$ cat config.mk
export PLATFORM = sky130hd
export DESIGN_NAME = rs_wakeup_array_flat
export DESIGN_NICKNAME = d
export VERILOG_FILES = /design/src/rtl/rs_wakeup_array_if.sv /design/src/rtl/rs_wakeup_array.sv /design/src/flat_wrapper.sv
export SDC_FILE = /design/constraint.sdc
export NUM_CORES = 1
export LEC_CHECK = 0
export BUFFER_PORTS_ARGS = -buffer_cell sky130_fd_sc_hd__buf_2
export CORE_ASPECT_RATIO = 1.4
export CORE_UTILIZATION = 60
export CTS_CLUSTER_DIAMETER = 150
export CTS_CLUSTER_SIZE = 25
export DETAILED_ROUTE_END_ITERATION = 10
export PLACE_DENSITY = 0.77
export SYNTH_ARGS = -nofsm -noshare
export SYNTH_HDL_FRONTEND = slang
export SYNTH_SLANG_ARGS = --single-unit
export TNS_END_PERCENT = 5
$ cat constraint.sdc
create_clock -name clk -period 16.59 [get_ports clk]
set_clock_uncertainty 0.05 [all_clocks]
set_input_delay 0.8295 -clock clk [delete_from_list [all_inputs] [get_ports clk]]
set_output_delay 0.8295 -clock clk [all_outputs]
set_load 0.02 [all_outputs]
$ cat src/rtl/rs_wakeup_array_if.sv
// Dispatch / wakeup / select / issue bundle for the reservation-station wakeup array.
// The master side (dispatch, broadcast and select logic) drives requests; the slave is the RS.
interface rs_wakeup_array_if #(
  parameter int RS_ENTRIES = 8,
  parameter int PREG_W     = 6,
  parameter int PAYLOAD_W  = 32,
  parameter int NUM_WAKEUP = 2
) ();
  localparam int IDX_W = $clog2(RS_ENTRIES);
  localparam int CNT_W = IDX_W + 1;

  logic                         flush;
  logic                         disp_valid;
  logic                         disp_ready;
  logic [PREG_W-1:0]            disp_src1_tag;
  logic                         disp_src1_rdy;
  logic [PREG_W-1:0]            disp_src2_tag;
  logic                         disp_src2_rdy;
  logic [PREG_W-1:0]            disp_dst_tag;
  logic [PAYLOAD_W-1:0]         disp_payload;
  logic [NUM_WAKEUP-1:0]        wk_valid;
  logic [NUM_WAKEUP*PREG_W-1:0] wk_tag;
  logic [RS_ENTRIES-1:0]        request_vector;
  logic [IDX_W-1:0]             grant_index;
  logic                         grant_en;
  logic                         iss_valid;
  logic [PREG_W-1:0]            iss_src1_tag;
  logic [PREG_W-1:0]            iss_src2_tag;
  logic [PREG_W-1:0]            iss_dst_tag;
  logic [PAYLOAD_W-1:0]         iss_payload;
  logic [CNT_W-1:0]             rs_count;

  modport master (
    output flush, disp_valid, disp_src1_tag, disp_src1_rdy, disp_src2_tag, disp_src2_rdy,
           disp_dst_tag, disp_payload, wk_valid, wk_tag, grant_index, grant_en,
    input  disp_ready, request_vector, iss_valid, iss_src1_tag, iss_src2_tag, iss_dst_tag,
           iss_payload, rs_count
  );

  modport slave (
    input  flush, disp_valid, disp_src1_tag, disp_src1_rdy, disp_src2_tag, disp_src2_rdy,
           disp_dst_tag, disp_payload, wk_valid, wk_tag, grant_index, grant_en,
    output disp_ready, request_vector, iss_valid, iss_src1_tag, iss_src2_tag, iss_dst_tag,
           iss_payload, rs_count
  );
endinterface

$ cat src/rtl/rs_wakeup_array.sv
// Reservation-station storage: allocates dispatched micro-ops, wakes sources on tag
// broadcasts, raises per-entry requests and moves the granted entry into an issue register.
module rs_wakeup_array #(
  parameter int RS_ENTRIES = 8,
  parameter int PREG_W     = 6,
  parameter int PAYLOAD_W  = 32,
  parameter int NUM_WAKEUP = 2
) (
  input  logic              clk,
  input  logic              rst,
  rs_wakeup_array_if.slave  bus
);
  localparam int IDX_W = $clog2(RS_ENTRIES);
  localparam int CNT_W = IDX_W + 1;
  localparam logic [CNT_W-1:0] CNT_ONE = CNT_W'(1);

  logic [RS_ENTRIES-1:0]                r_valid;
  logic [RS_ENTRIES-1:0]                r_src1_rdy;
  logic [RS_ENTRIES-1:0]                r_src2_rdy;
  logic [RS_ENTRIES-1:0][PREG_W-1:0]    r_src1_tag;
  logic [RS_ENTRIES-1:0][PREG_W-1:0]    r_src2_tag;
  logic [RS_ENTRIES-1:0][PREG_W-1:0]    r_dst_tag;
  logic [RS_ENTRIES-1:0][PAYLOAD_W-1:0] r_payload;

  logic                 r_iss_valid;
  logic [PREG_W-1:0]    r_iss_src1_tag;
  logic [PREG_W-1:0]    r_iss_src2_tag;
  logic [PREG_W-1:0]    r_iss_dst_tag;
  logic [PAYLOAD_W-1:0] r_iss_payload;
  logic [CNT_W-1:0]     r_count;

  logic                  w_free_any;
  logic                  w_alloc;
  logic                  w_grant;
  logic [IDX_W-1:0]      w_alloc_idx;
  logic                  w_disp_s1_hit;
  logic                  w_disp_s2_hit;
  logic [RS_ENTRIES-1:0] w_s1_hit;
  logic [RS_ENTRIES-1:0] w_s2_hit;
  logic [RS_ENTRIES-1:0] w_request;

  function automatic logic tag_hit(
    input logic [PREG_W-1:0]            tag,
    input logic [NUM_WAKEUP-1:0]        vld,
    input logic [NUM_WAKEUP*PREG_W-1:0] tags
  );
    logic hit;
    hit = 1'b0;
    for (int k = 0; k < NUM_WAKEUP; k++) begin
      hit = hit | (vld[k] & (tags[k*PREG_W +: PREG_W] == tag));
    end
    return hit;
  endfunction

  // Lowest-index free entry: scan downwards so the smallest index wins.
  always_comb begin
    w_alloc_idx = {IDX_W{1'b0}};
    for (int i = RS_ENTRIES - 1; i >= 0; i--) begin
      if (!r_valid[i]) begin
        w_alloc_idx = IDX_W'(i);
      end else begin
        w_alloc_idx = w_alloc_idx;
      end
    end
  end

  // Broadcast tag matches for stored entries and for the micro-op being dispatched.
  always_comb begin
    w_s1_hit = {RS_ENTRIES{1'b0}};
    w_s2_hit = {RS_ENTRIES{1'b0}};
    for (int i = 0; i < RS_ENTRIES; i++) begin
      w_s1_hit[i] = tag_hit(r_src1_tag[i], bus.wk_valid, bus.wk_tag);
      w_s2_hit[i] = tag_hit(r_src2_tag[i], bus.wk_valid, bus.wk_tag);
    end
    w_disp_s1_hit = tag_hit(bus.disp_src1_tag, bus.wk_valid, bus.wk_tag);
    w_disp_s2_hit = tag_hit(bus.disp_src2_tag, bus.wk_valid, bus.wk_tag);
  end

  assign w_free_any = ~&r_valid;
  assign w_request  = r_valid & r_src1_rdy & r_src2_rdy;
  assign w_alloc    = bus.disp_valid & bus.disp_ready;
  assign w_grant    = ~bus.flush & bus.grant_en & w_request[bus.grant_index];

  assign bus.disp_ready     = ~rst & ~bus.flush & w_free_any;
  assign bus.request_vector = w_request;
  assign bus.iss_valid      = r_iss_valid;
  assign bus.iss_src1_tag   = r_iss_src1_tag;
  assign bus.iss_src2_tag   = r_iss_src2_tag;
  assign bus.iss_dst_tag    = r_iss_dst_tag;
  assign bus.iss_payload    = r_iss_payload;
  assign bus.rs_count       = r_count;

  // Entry storage: allocation, wakeup and release on grant.
  always_ff @(posedge clk or posedge rst) begin
    if (rst) begin
      r_valid    <= {RS_ENTRIES{1'b0}};
      r_src1_rdy <= {RS_ENTRIES{1'b0}};
      r_src2_rdy <= {RS_ENTRIES{1'b0}};
      r_src1_tag <= '0;
      r_src2_tag <= '0;
      r_dst_tag  <= '0;
      r_payload  <= '0;
    end else if (bus.flush) begin
      r_valid <= {RS_ENTRIES{1'b0}};
    end else begin
      for (int i = 0; i < RS_ENTRIES; i++) begin
        if (w_alloc && (w_alloc_idx == IDX_W'(i))) begin
          // Same-cycle broadcast bypass so a wakeup racing dispatch is not lost.
          r_valid[i]    <= 1'b1;
          r_src1_tag[i] <= bus.disp_src1_tag;
          r_src2_tag[i] <= bus.disp_src2_tag;
          r_dst_tag[i]  <= bus.disp_dst_tag;
          r_payload[i]  <= bus.disp_payload;
          r_src1_rdy[i] <= bus.disp_src1_rdy | w_disp_s1_hit;
          r_src2_rdy[i] <= bus.disp_src2_rdy | w_disp_s2_hit;
        end else begin
          r_src1_rdy[i] <= r_src1_rdy[i] | (r_valid[i] & w_s1_hit[i]);
          r_src2_rdy[i] <= r_src2_rdy[i] | (r_valid[i] & w_s2_hit[i]);
          if (w_grant && (bus.grant_index == IDX_W'(i))) begin
            r_valid[i] <= 1'b0;
          end
        end
      end
    end
  end

  // Issue slot: one-cycle pulse carrying the granted entry.
  always_ff @(posedge clk or posedge rst) begin
    if (rst) begin
      r_iss_valid    <= 1'b0;
      r_iss_src1_tag <= {PREG_W{1'b0}};
      r_iss_src2_tag <= {PREG_W{1'b0}};
      r_iss_dst_tag  <= {PREG_W{1'b0}};
      r_iss_payload  <= {PAYLOAD_W{1'b0}};
    end else begin
      r_iss_valid <= w_grant;
      if (w_grant) begin
        r_iss_src1_tag <= r_src1_tag[bus.grant_index];
        r_iss_src2_tag <= r_src2_tag[bus.grant_index];
        r_iss_dst_tag  <= r_dst_tag[bus.grant_index];
        r_iss_payload  <= r_payload[bus.grant_index];
      end
    end
  end

  // Occupancy counter.
  always_ff @(posedge clk or posedge rst) begin
    if (rst) begin
      r_count <= {CNT_W{1'b0}};
    end else if (bus.flush) begin
      r_count <= {CNT_W{1'b0}};
    end else if (w_alloc && !w_grant) begin
      r_count <= r_count + CNT_ONE;
    end else if (!w_alloc && w_grant) begin
      r_count <= r_count - CNT_ONE;
    end else begin
      r_count <= r_count;
    end
  end
endmodule

$ cat src/flat_wrapper.sv
// flat-port wrapper written by rule: the top's interface ports become plain ports
module rs_wakeup_array_flat 
#(
  parameter int RS_ENTRIES = 8,
  parameter int PREG_W     = 6,
  parameter int PAYLOAD_W  = 32,
  parameter int NUM_WAKEUP = 2
)
  (clk, rst, bus_flush, bus_disp_valid, bus_disp_src1_tag, bus_disp_src1_rdy, bus_disp_src2_tag, bus_disp_src2_rdy, bus_disp_dst_tag, bus_disp_payload, bus_wk_valid, bus_wk_tag, bus_grant_index, bus_grant_en, bus_disp_ready, bus_request_vector, bus_iss_valid, bus_iss_src1_tag, bus_iss_src2_tag, bus_iss_dst_tag, bus_iss_payload, bus_rs_count);
  rs_wakeup_array_if #(.RS_ENTRIES(RS_ENTRIES), .PREG_W(PREG_W), .PAYLOAD_W(PAYLOAD_W), .NUM_WAKEUP(NUM_WAKEUP)) bus_i ();
  input  logic clk;
  input  logic rst;
  input wire logic [$bits(bus_i.flush)-1:0] bus_flush;
  input wire logic [$bits(bus_i.disp_valid)-1:0] bus_disp_valid;
  input wire logic [$bits(bus_i.disp_src1_tag)-1:0] bus_disp_src1_tag;
  input wire logic [$bits(bus_i.disp_src1_rdy)-1:0] bus_disp_src1_rdy;
  input wire logic [$bits(bus_i.disp_src2_tag)-1:0] bus_disp_src2_tag;
  input wire logic [$bits(bus_i.disp_src2_rdy)-1:0] bus_disp_src2_rdy;
  input wire logic [$bits(bus_i.disp_dst_tag)-1:0] bus_disp_dst_tag;
  input wire logic [$bits(bus_i.disp_payload)-1:0] bus_disp_payload;
  input wire logic [$bits(bus_i.wk_valid)-1:0] bus_wk_valid;
  input wire logic [$bits(bus_i.wk_tag)-1:0] bus_wk_tag;
  input wire logic [$bits(bus_i.grant_index)-1:0] bus_grant_index;
  input wire logic [$bits(bus_i.grant_en)-1:0] bus_grant_en;
  output wire logic [$bits(bus_i.disp_ready)-1:0] bus_disp_ready;
  output wire logic [$bits(bus_i.request_vector)-1:0] bus_request_vector;
  output wire logic [$bits(bus_i.iss_valid)-1:0] bus_iss_valid;
  output wire logic [$bits(bus_i.iss_src1_tag)-1:0] bus_iss_src1_tag;
  output wire logic [$bits(bus_i.iss_src2_tag)-1:0] bus_iss_src2_tag;
  output wire logic [$bits(bus_i.iss_dst_tag)-1:0] bus_iss_dst_tag;
  output wire logic [$bits(bus_i.iss_payload)-1:0] bus_iss_payload;
  output wire logic [$bits(bus_i.rs_count)-1:0] bus_rs_count;
  assign bus_i.flush = bus_flush;
  assign bus_i.disp_valid = bus_disp_valid;
  assign bus_i.disp_src1_tag = bus_disp_src1_tag;
  assign bus_i.disp_src1_rdy = bus_disp_src1_rdy;
  assign bus_i.disp_src2_tag = bus_disp_src2_tag;
  assign bus_i.disp_src2_rdy = bus_disp_src2_rdy;
  assign bus_i.disp_dst_tag = bus_disp_dst_tag;
  assign bus_i.disp_payload = bus_disp_payload;
  assign bus_i.wk_valid = bus_wk_valid;
  assign bus_i.wk_tag = bus_wk_tag;
  assign bus_i.grant_index = bus_grant_index;
  assign bus_i.grant_en = bus_grant_en;
  assign bus_disp_ready = bus_i.disp_ready;
  assign bus_request_vector = bus_i.request_vector;
  assign bus_iss_valid = bus_i.iss_valid;
  assign bus_iss_src1_tag = bus_i.iss_src1_tag;
  assign bus_iss_src2_tag = bus_i.iss_src2_tag;
  assign bus_iss_dst_tag = bus_i.iss_dst_tag;
  assign bus_iss_payload = bus_i.iss_payload;
  assign bus_rs_count = bus_i.rs_count;
  rs_wakeup_array #(.RS_ENTRIES(RS_ENTRIES), .PREG_W(PREG_W), .PAYLOAD_W(PAYLOAD_W), .NUM_WAKEUP(NUM_WAKEUP)) u_core (.clk(clk), .rst(rst), .bus(bus_i));
endmodule
==> results.toml, run 1 <==
[worst_setup_path]
worstSetupPathType = "in2reg"
r2r_cells = 12
required_ns = 17.00
path_cells = "buf_4, nand2b_1, o221ai_1, or4_1, and2_4, nand3_1, ha_1, a21o_1, a21oi_1, nor3_1, nand3_1, o21ai_0, a211o_1"
crit_slowest_cell = "or4_1"
start_kind = "input port"
path_max_fanout = 51
arrival_ns = 4.36
worstSetupEndpointType = "flip-flop"
cp_common_cell = "nand3_1"
r2r_end = "u_core.bus.rs_count[3]"
r2r_start = "u_core.r_valid[3]"
slowest_delay_ns = 0.70
rrSetupSlack_ns = 12.91

[route]
drt-total-wl_mm = 54.6
detail_route.wl_per_cell_um = 23.9
antenna_left = 0
first_iter_violations = 754
drc = 0
routed_via_density = 6.28
vias = 14358
dr.pass1.iters = 5

[clock_network]
cts_tree = "done"
h-tree-depth = 1
clock-sinks = 479
clk_latency_ns = 0.57
cts_setup_buffers = 0
postCtsResizedCells = 0
root_buffer = "clkbuf_16"
ctsHoldBuffers = 0
cts_buffer_depth = 3
path_clk_slew_ns = 0.10
numCtsBuffers = 23

[synth]
synth_top_cell_by_area = "dfrtp_1"
yosysUniqueCellTypes = 46
yosysWarnings = 0
async_flop_share_pct = 100
netlist_area_um2 = 23600
syn_area_per_cell_um2 = 13.8
synth_ff_type = "dfrtp_1"
syn_inst = 1716
mappedNetlistNets = 1793
synth_edf_count = 0
synth.area.top_cells = "dfrtp_1 51%, mux2_2 17%, mux4_2 9.5%"
yosysSeqAreaShare_pct = 50.7
synth.top_cell.area_share_pct = 50.7
ys_ff_latch = 479

[job]
maxCapViolCount = 0

[sta]
relSlewSlack_pct = 26.3
grt_setup_unrepaired = "false"
setup_violations = 0
post-route-min-period_ns = 3.94
fin_tns_setup_ns = 0
max_freq_mhz = 254
worstMarginPinSlew_ns = 1.10
finalHoldViolCount = 0
finalCritPeriodShare_pct = 23.8
timing.final.ws_setup_ns = 12.65
report.final.slew_viol_count = 0

[power]
power_density_nw_per_um2 = 92.2
p_leak_uw = 0.0118
ir_worst_vdd_v = 0.0000890

[layout]
drive_gt1_share_pct = 36.9
final_cell_mix = "479 x dfrtp_1, 358 x mux2_2, 144 x xnor2_1"
layout.area.seq_um2 = 12000
fin_util_pct = 65.3
final_common_cell = "dfrtp_1"
multi_input_area_um2 = 11100
finalNetCount = 1843
nFillCells = 2868
syn_to_final_growth_pct = 6.63

[floorplanning]
die_w_um = 170
start_util_pct = 61.2
dieArea_um2 = 40200
io-pin-count = 138
coreArea_um2 = 38600
rows = 85
dieHeight_um = 237

[placement]
gp_congestion = 0.908
pre_cts_ws_ns = 12.08
hpwl_mm = 34.0
io_buffers = 137

[global_route]
globalRoute.totalOverflow = 0
grt_start_max_net_pins = 109
grt_pass1_wl_mm = 86.6
antenna_found_initial = 3
track_usage_pct = 28.1
grt_pass1_vias = 15333

[hold_path]
hold_path.class = "in2async"

[outcome]
status = "finished, final reports clean"
## power by group
group | internal, µW | total, µW | leakage (µW) | switching (µW)
sequential | 1270 | 1340 | 0.00646 | 75.2
combinational | 180 | 368 | 0.00502 | 188
clock | 253 | 614 | 0.000295 | 361
## cell usage after synthesis, types with 2 or more instances
cell type  instances
clkbuf_1          75
nor2b_1            6
buf_1             16
xnor2_1          144
o21ai_0           51
ha_1               2
mux4_2           100
mux2i_1           52
buf_6              6
mux2_1            45
buf_2             33
inv_1             10
nand4_1           38
nand3b_1           3
nor3_1             3
a21oi_1           22
a22o_1             4
mux2_2           358
nand2b_1          15
nand2_1           61
or4_1             17
and3_1             8
xor2_1            73
o21ai_1           34
o221ai_1           2
dfrtp_1          479
nand3_1           15
a311o_1            2
nor2_1            14
o31ai_1            2
nor4_1             8
or3_1              4
## worst max-delay path by stage
stage | slack, ns | from | endpoint
2_1_floorplan | 2.35 | rst | u_core.bus.iss_dst_tag[0]
3_3_place_gp | 12.13 | bus_grant_index[1] | u_core.bus.rs_count[3]
3_5_place_dp | 12.08 | bus_grant_index[1] | u_core.bus.rs_count[3]
4_1_cts | 12.69 | bus_grant_index[1] | u_core.bus.rs_count[3]
5_1_grt | 12.46 | bus_grant_index[1] | u_core.bus.rs_count[3]
6_report | 12.65 | bus_grant_index[1] | u_core.bus.rs_count[3]
## per-layer routing
metal,up-vias,wire length [µm],GRT usage [%],share of wire (%)
met5,-,22,0,0.040
met4,4,1350,8.52,2.5
li1,6245,-,-,-
met1,7677,21800,35.5,40
met2,340,29100,50.4,53
met3,92,2340,3.11,4.3
## flip-flops by register name, indices dropped and copies added (netlist names)
| register | flops |
|---|---|
| u_core.bus.iss_valid | 1 |
| u_core.bus.iss_src2_tag | 6 |
| u_core.bus.iss_dst_tag | 6 |
| u_core.r_src2_rdy | 8 |
| u_core.r_dst_tag | 48 |
| u_core.r_src1_tag | 48 |
| u_core.r_src2_tag | 48 |
| u_core.r_src1_rdy | 8 |
| u_core.r_payload | 256 |
| u_core.r_valid | 8 |
| u_core.bus.iss_payload | 32 |
| u_core.bus.rs_count | 4 |
| u_core.bus.iss_src1_tag | 6 |
## critical path, delay by kind of cell
kind                     cells  cell delay (ns)
AND/OR/NAND/NOR              6             1.70
AO/OA/AOI/OAI                5             0.92
buffers and inverters        1             0.55
adder cells (fa/ha/maj)      1             0.26
## kinds of logic after synthesis
family | Yosys count | share of synthesized area [%]
compound gates | 123 | 2.93
xor+xnor | 218 | 8.11
fa+ha+maj | 3 | 0.191
buf+inv | 141 | 2.63
flops | 479 | 50.7
mux | 555 | 30.9
simple gates | 197 | 4.50
## cell type report
cell class                      instances  area share (%)
Sequential cell                       479            47.6
Multi-Input combinational cell       1096            43.9
Timing Repair Buffer                  155            3.30
Tap cell                              522            2.59
Clock buffer                           23            2.28
Inverter                               11           0.213
Clock inverter                          1           0.119
Antenna cell                            1         0.00993
## per-stage QoR
| stage | instance area [µm²] | total power, µW | std cells | hold slack [ns] |
|---|---|---|---|---|
| 5_1_grt | 25200 | 2420 | 2288 | 0.434 |
| 6_report | 25200 | 2320 | 2288 | 0.377 |
| 3_3_place_gp | 24600 | 1720 | 2263 | 0.411 |
| 3_5_place_dp | 24600 | 1730 | 2263 | 0.422 |
| 4_1_cts | 25200 | 2340 | 2287 | 0.401 |
| 2_1_floorplan | 23600 | 1620 | 1716 | 0.403 |
No activity file was read; power rests on OpenSTA's default activity.
==> run 2, diff against run 1 <==
Settings changed: CORE_UTILIZATION 60 to 56, PLACE_DENSITY 0.77 to 0.75.
Clock period 16.59 ns to 3.26 ns, I/O delays scaled along.
==> results.toml, run 2 (same netlist as run 1, synthesis figures left out) <==
[global_route]
globalRoute.totalOverflow = 0
grt_start_max_net_pins = 107
antenna_found_initial = 3
grt_pass1_vias = 15534
track_usage_pct = 26.7
grt_pass1_wl_mm = 88.4

[worst_setup_path]
crit_path_end = "u_core.bus.rs_count[3]"
critPathLaunch = "u_core.r_src2_rdy[1]"
rrSetupSlack_ns = 0.29
crit_slowest_cell = "or4_1"
slowest_delay_ns = 0.55
arrival_ns = 3.38
start_kind = "flip-flop"
cp_common_cell = "nand3_1"
path_max_fanout = 4
r2r_end = "u_core.bus.rs_count[3]"
path_depth = 12
worstSetupPathType = "reg2reg"
crit_family = "simple AND/OR/NAND/NOR gates"
r2r_cells = 12
path_cells = "and3_1, o221ai_1, or4_1, and2_4, nand3_1, ha_1, a21o_1, a21oi_1, nor3_1, nand3_1, o21ai_0, a211o_1"
worstSetupEndpointType = "flip-flop"
r2r_start = "u_core.r_src2_rdy[1]"
required_ns = 3.66
cp_num_buf_inv = 0

[clock_network]
postCtsResizedCells = 0
cts_tree = "done"
numCtsBuffers = 23
cts_buffer_depth = 3
root_buffer = "clkbuf_16"
clk_latency_ns = 0.57
h-tree-depth = 1
clock-sinks = 479
path_clk_slew_ns = 0.10

[floorplanning]
dieHeight_um = 245
start_util_pct = 57.1
die_w_um = 176
coreArea_um2 = 41400
dieArea_um2 = 43000
io-pin-count = 138
rows = 88

[sta]
finalHoldViolCount = 0
setup_violations = 0
timing.final.ws_setup_ns = 0.287
relSlewSlack_pct = 25.0
max_freq_mhz = 336
report.final.slew_viol_count = 0
grt_setup_unrepaired = "false"
finalCritPeriodShare_pct = 91.2
worstMarginPinSlew_ns = 1.11
post-route-min-period_ns = 2.97
fin_tns_setup_ns = 0

[layout]
fin_util_pct = 63.0
syn_to_final_growth_pct = 10.4
drive_gt1_share_pct = 36.7
nFillCells = 3223
final_area_um2 = 26100
largest_register_ff_count = 256
final_common_cell = "dfrtp_1"
top_register = "u_core.r_payload"
finalNetCount = 1918
final_cell_mix = "479 x dfrtp_1, 358 x mux2_2, 144 x xnor2_1"

[power]
ir_worst_vdd_v = 0.000499
p_leak_uw = 0.0122
power_density_nw_per_um2 = 457

[placement]
gp_congestion = 0.867
hpwl_mm = 35.6
pre_cts_ws_ns = 0.313
io_buffers = 137
placed_cell_area_um2 = 25000

[job]
maxCapViolCount = 0

[route]
dr.pass1.iters = 5
detail_route.wl_per_cell_um = 23.4
vias = 14547
drt-total-wl_mm = 55.9
antenna_left = 0
drc = 0
routed_via_density = 6.10
first_iter_violations = 855

[hold_path]
hold_path.class = "in2reg"

[outcome]
status = "finished, final reports clean"
==> run 2: final cells by class <==
type                    instances  area (µm²)  area share, %
flip-flops and latches        479       12000           45.9
clock buffers                  23         576           2.21
diodes                          3        7.51         0.0288
well taps                     540         676           2.59
clock inverters                 2        38.8          0.149
multi-input cells            1096       11100           42.4
repair buffers                230        1690           6.47
inverters                      11        50.0          0.192
==> run 2: worst min path at each step <==
stage / from / slack, ns / end / cells after the start
after detailed placement: rst / 0.29 / u_core.bus.iss_valid / 2
after floorplan: bus_disp_dst_tag[0] / 0.25 / u_core.r_dst_tag[30] / 1
after global routing: bus_grant_index[1] / 0.03 / u_core.r_valid[7] / 4
after global placement: rst / 0.29 / u_core.bus.iss_valid / 2
final: bus_grant_index[1] / 0.04 / u_core.r_valid[7] / 4
after CTS: bus_grant_index[1] / 0.008 / u_core.r_valid[7] / 4
==> run 2: what timing repair did <==
item | CTS | global route
hold buffers | 52 | 0
hold endpoints to repair | 417 | 0
buffers inserted | 0 | 0
==> run 2: stage by stage <==
step | cells | hold slack [ns] | total power (µW)
after floorplan | 1716 | 0.248 | 8250
after global placement | 2304 | 0.294 | 8760
after detailed placement | 2304 | 0.295 | 8870
after CTS | 2381 | 0.00824 | 12000
after global routing | 2383 | 0.0286 | 12500
final | 2384 | 0.0382 | 11900
==> run 2: power by group <==
group | internal (µW) | switching, µW | total [µW] | leakage (µW)
combinational | 984 | 981 | 1960 | 0.00540
clock | 1290 | 1850 | 3140 | 0.000299
sequential | 6440 | 378 | 6820 | 0.00646
total | 8720 | 3210 | 11900 | 0.0122
==> run 2: worst min-delay path, cell delays in order <==
cell and delay [ns]:
buf_4 0.15, nand2_1 0.14, o21ai_0 0.10, nand2_1 0.06
==> run 2: layer usage <==
metal | GRT usage, % | vias to the layer above | share of wire (%)
met5 | 0 | - | 0
li1 | - | 6407 | -
met1 | 33.6 | 7696 | 41
met4 | 9.16 | 0 | 3.0
met2 | 48.0 | 348 | 53
met3 | 2.43 | 96 | 3.8
==> run 3, diff against run 2 <==
Settings changed: CORE_MARGIN set to 2, RECOVER_POWER set to 50, SKIP_LAST_GASP set to 1.
==> results.toml, run 3 (same netlist as run 1, synthesis figures left out) <==
[power]
p_comb_share_pct = 16.2
p_leak_uw = 0.0118
p_sw_uw = 3210
p_int_uw = 8670
ir_worst_vdd_v = 0.000357
pwr-share-clk_pct = 26.3
switching_share_pct = 27.0
power_density_nw_per_um2 = 459
p_seq_share_pct = 57.5
finalPower_uw = 11900

[global_route]
grt_pass1_wl_mm = 88.3
grt_pass1_vias = 15587
globalRoute.totalOverflow = 0
grt_start_max_net_pins = 119
antenna_found_initial = 2
track_usage_pct = 26.1

[sta]
report.final.slew_viol_count = 35
worstMarginPinSlew_ns = 1.57
setup_violations = 0
finalHoldViolCount = 0
post-route-min-period_ns = 2.92
relSlewSlack_pct = -5.51
finalCritPeriodShare_pct = 89.5
grt_setup_unrepaired = "false"
max_freq_mhz = 343

[layout]
nFillCells = 3285
drive_gt1_share_pct = 33.1
finalNetCount = 1920
largest_register_ff_count = 256
final_area_um2 = 25900
final_cell_mix = "479 x dfrtp_1, 358 x mux2_2, 144 x xnor2_1"
multi_input_area_um2 = 11100
top_register = "u_core.r_payload"
syn_to_final_growth_pct = 9.56
layout.area.seq_um2 = 12000
final_common_cell = "dfrtp_1"

[clock_network]
cts_tree = "done"
cts_buffer_depth = 3
postCtsResizedCells = 0
numCtsBuffers = 23
clk_latency_ns = 0.56
h-tree-depth = 1
clock-sinks = 479
path_clk_slew_ns = 0.10
root_buffer = "clkbuf_16"

[route]
first_iter_violations = 973
vias = 14594
dr.pass1.iters = 5
detail_route.wl_per_cell_um = 23.4
antenna_left = 0
routed_via_density = 6.11
drc = 0
drt-total-wl_mm = 55.9

[worst_setup_path]
path_max_fanout = 4
r2r_end = "u_core.bus.rs_count[3]"
rrSetupSlack_ns = 0.34
worstSetupEndpointType = "flip-flop"
required_ns = 3.66
r2r_start = "u_core.r_src1_rdy[1]"
worstSetupPathType = "reg2reg"
start_kind = "flip-flop"
arrival_ns = 3.32
r2r_cells = 12

[floorplanning]
dieHeight_um = 247
die_w_um = 178
rows = 89
coreArea_um2 = 41900
io-pin-count = 138
start_util_pct = 56.4
dieArea_um2 = 43900

[placement]
hpwl_mm = 35.8
io_buffers = 137
gp_congestion = 0.861
placed_cell_area_um2 = 24900

[outcome]
violations = "capacitance limit, slew limit"
status = "complete, but fails checks"

[job]
maxCapViolCount = 1

[hold_path]
hold_path_end = "u_core.r_src2_tag[34]"
hold_path.class = "in2reg"
min_from = "bus_disp_src2_tag[4]"
hold_depth = 2
==> run 3: cell types whose count changed in the layout (fill, tap and decap cells not counted) <==
cell / change
buf_12: -8
clkbuf_4: +1
clkbuf_1: +67
diode_2: -1
buf_2: -62
clkinvlp_2: +1
clkinvlp_4: -1
buf_4: -1
inv_6: -1
clkbuf_2: +5
==> run 3: power by group through the flow <==
stage	clock network [µW]	registers [µW]	logic (µW)
after floorplan	0	6960	1290
after global placement	0	6900	1870
after detailed placement	0	6930	1930
after CTS	3210	6820	1990
after global routing	3430	6890	2100
final	3130	6830	1920
==> run 3: metrics by stage <==
step	util, %	cells	setup slack, ns	hold WS [ns]	setup TNS, ns
finish	61.8	2390	0.342	0.0201	0
global placement	59.5	2312	0.400	0.305	0
CTS	62.2	2388	0.353	0.00222	0
global route	61.8	2390	0.172	0.0303	0
floorplan	-	1716	-3.44	0.248	-1649.61
detailed placement	59.5	2312	0.369	0.325	0
==> run 3: cell type report <==
cell class                      instances  share of cell area, %
Inverter                               11                  0.184
Multi-Input combinational cell       1096                   42.8
Clock buffer                           23                   2.22
Clock inverter                          1                  0.116
Antenna cell                            2                 0.0193
Sequential cell                       479                   46.3
Timing Repair Buffer                  232                   5.77
Tap cell                              546                   2.64
==> run 3: worst max-delay path by stage <==
stage                                     from  depth (start not counted)                        end  slack [ns]
after floorplan                            rst                          1  u_core.bus.iss_dst_tag[0]       -3.44
after CTS                 u_core.r_src2_rdy[0]                         12     u_core.bus.rs_count[3]        0.35
final                     u_core.r_src1_rdy[1]                         12     u_core.bus.rs_count[3]        0.34
after detailed placement  u_core.r_src2_rdy[0]                         12     u_core.bus.rs_count[3]        0.37
after global routing      u_core.r_src2_rdy[3]                         12     u_core.bus.rs_count[3]        0.17
after global placement    u_core.r_src2_rdy[0]                         12     u_core.bus.rs_count[3]        0.40
==> run 3: worst max-delay path, stage by stage, from the launching register on <==
cell      delay [ns]
dfrtp_1         0.36
and3_1          0.19
o221ai_1        0.15
or4_1           0.56
and2_4          0.17
nand3_1         0.12
ha_1            0.25
a21o_1          0.17
a21oi_1         0.26
nor3_1          0.08
nand3_1         0.10
o21ai_0         0.08
a211o_1         0.27
==> run 3: repair_timing <==
item                                    4_1_cts  5_1_grt
endpoints found under the setup margin        0        0
hold buffers                                 52        0
hold endpoints to repair                    402        0
buffers inserted                              0        0
==> run 3: per-layer routing <==
metal  routed length [µm]  GRT usage, %  share of wire, %  vias up
met5                    0             0                 0        -
met4                 2110          9.52               3.8        0
met3                 2750          3.74               4.9      115
met2                28700          45.9                51      385
met1                22400          32.8                40     7683
li1                     -             -                 -     6411
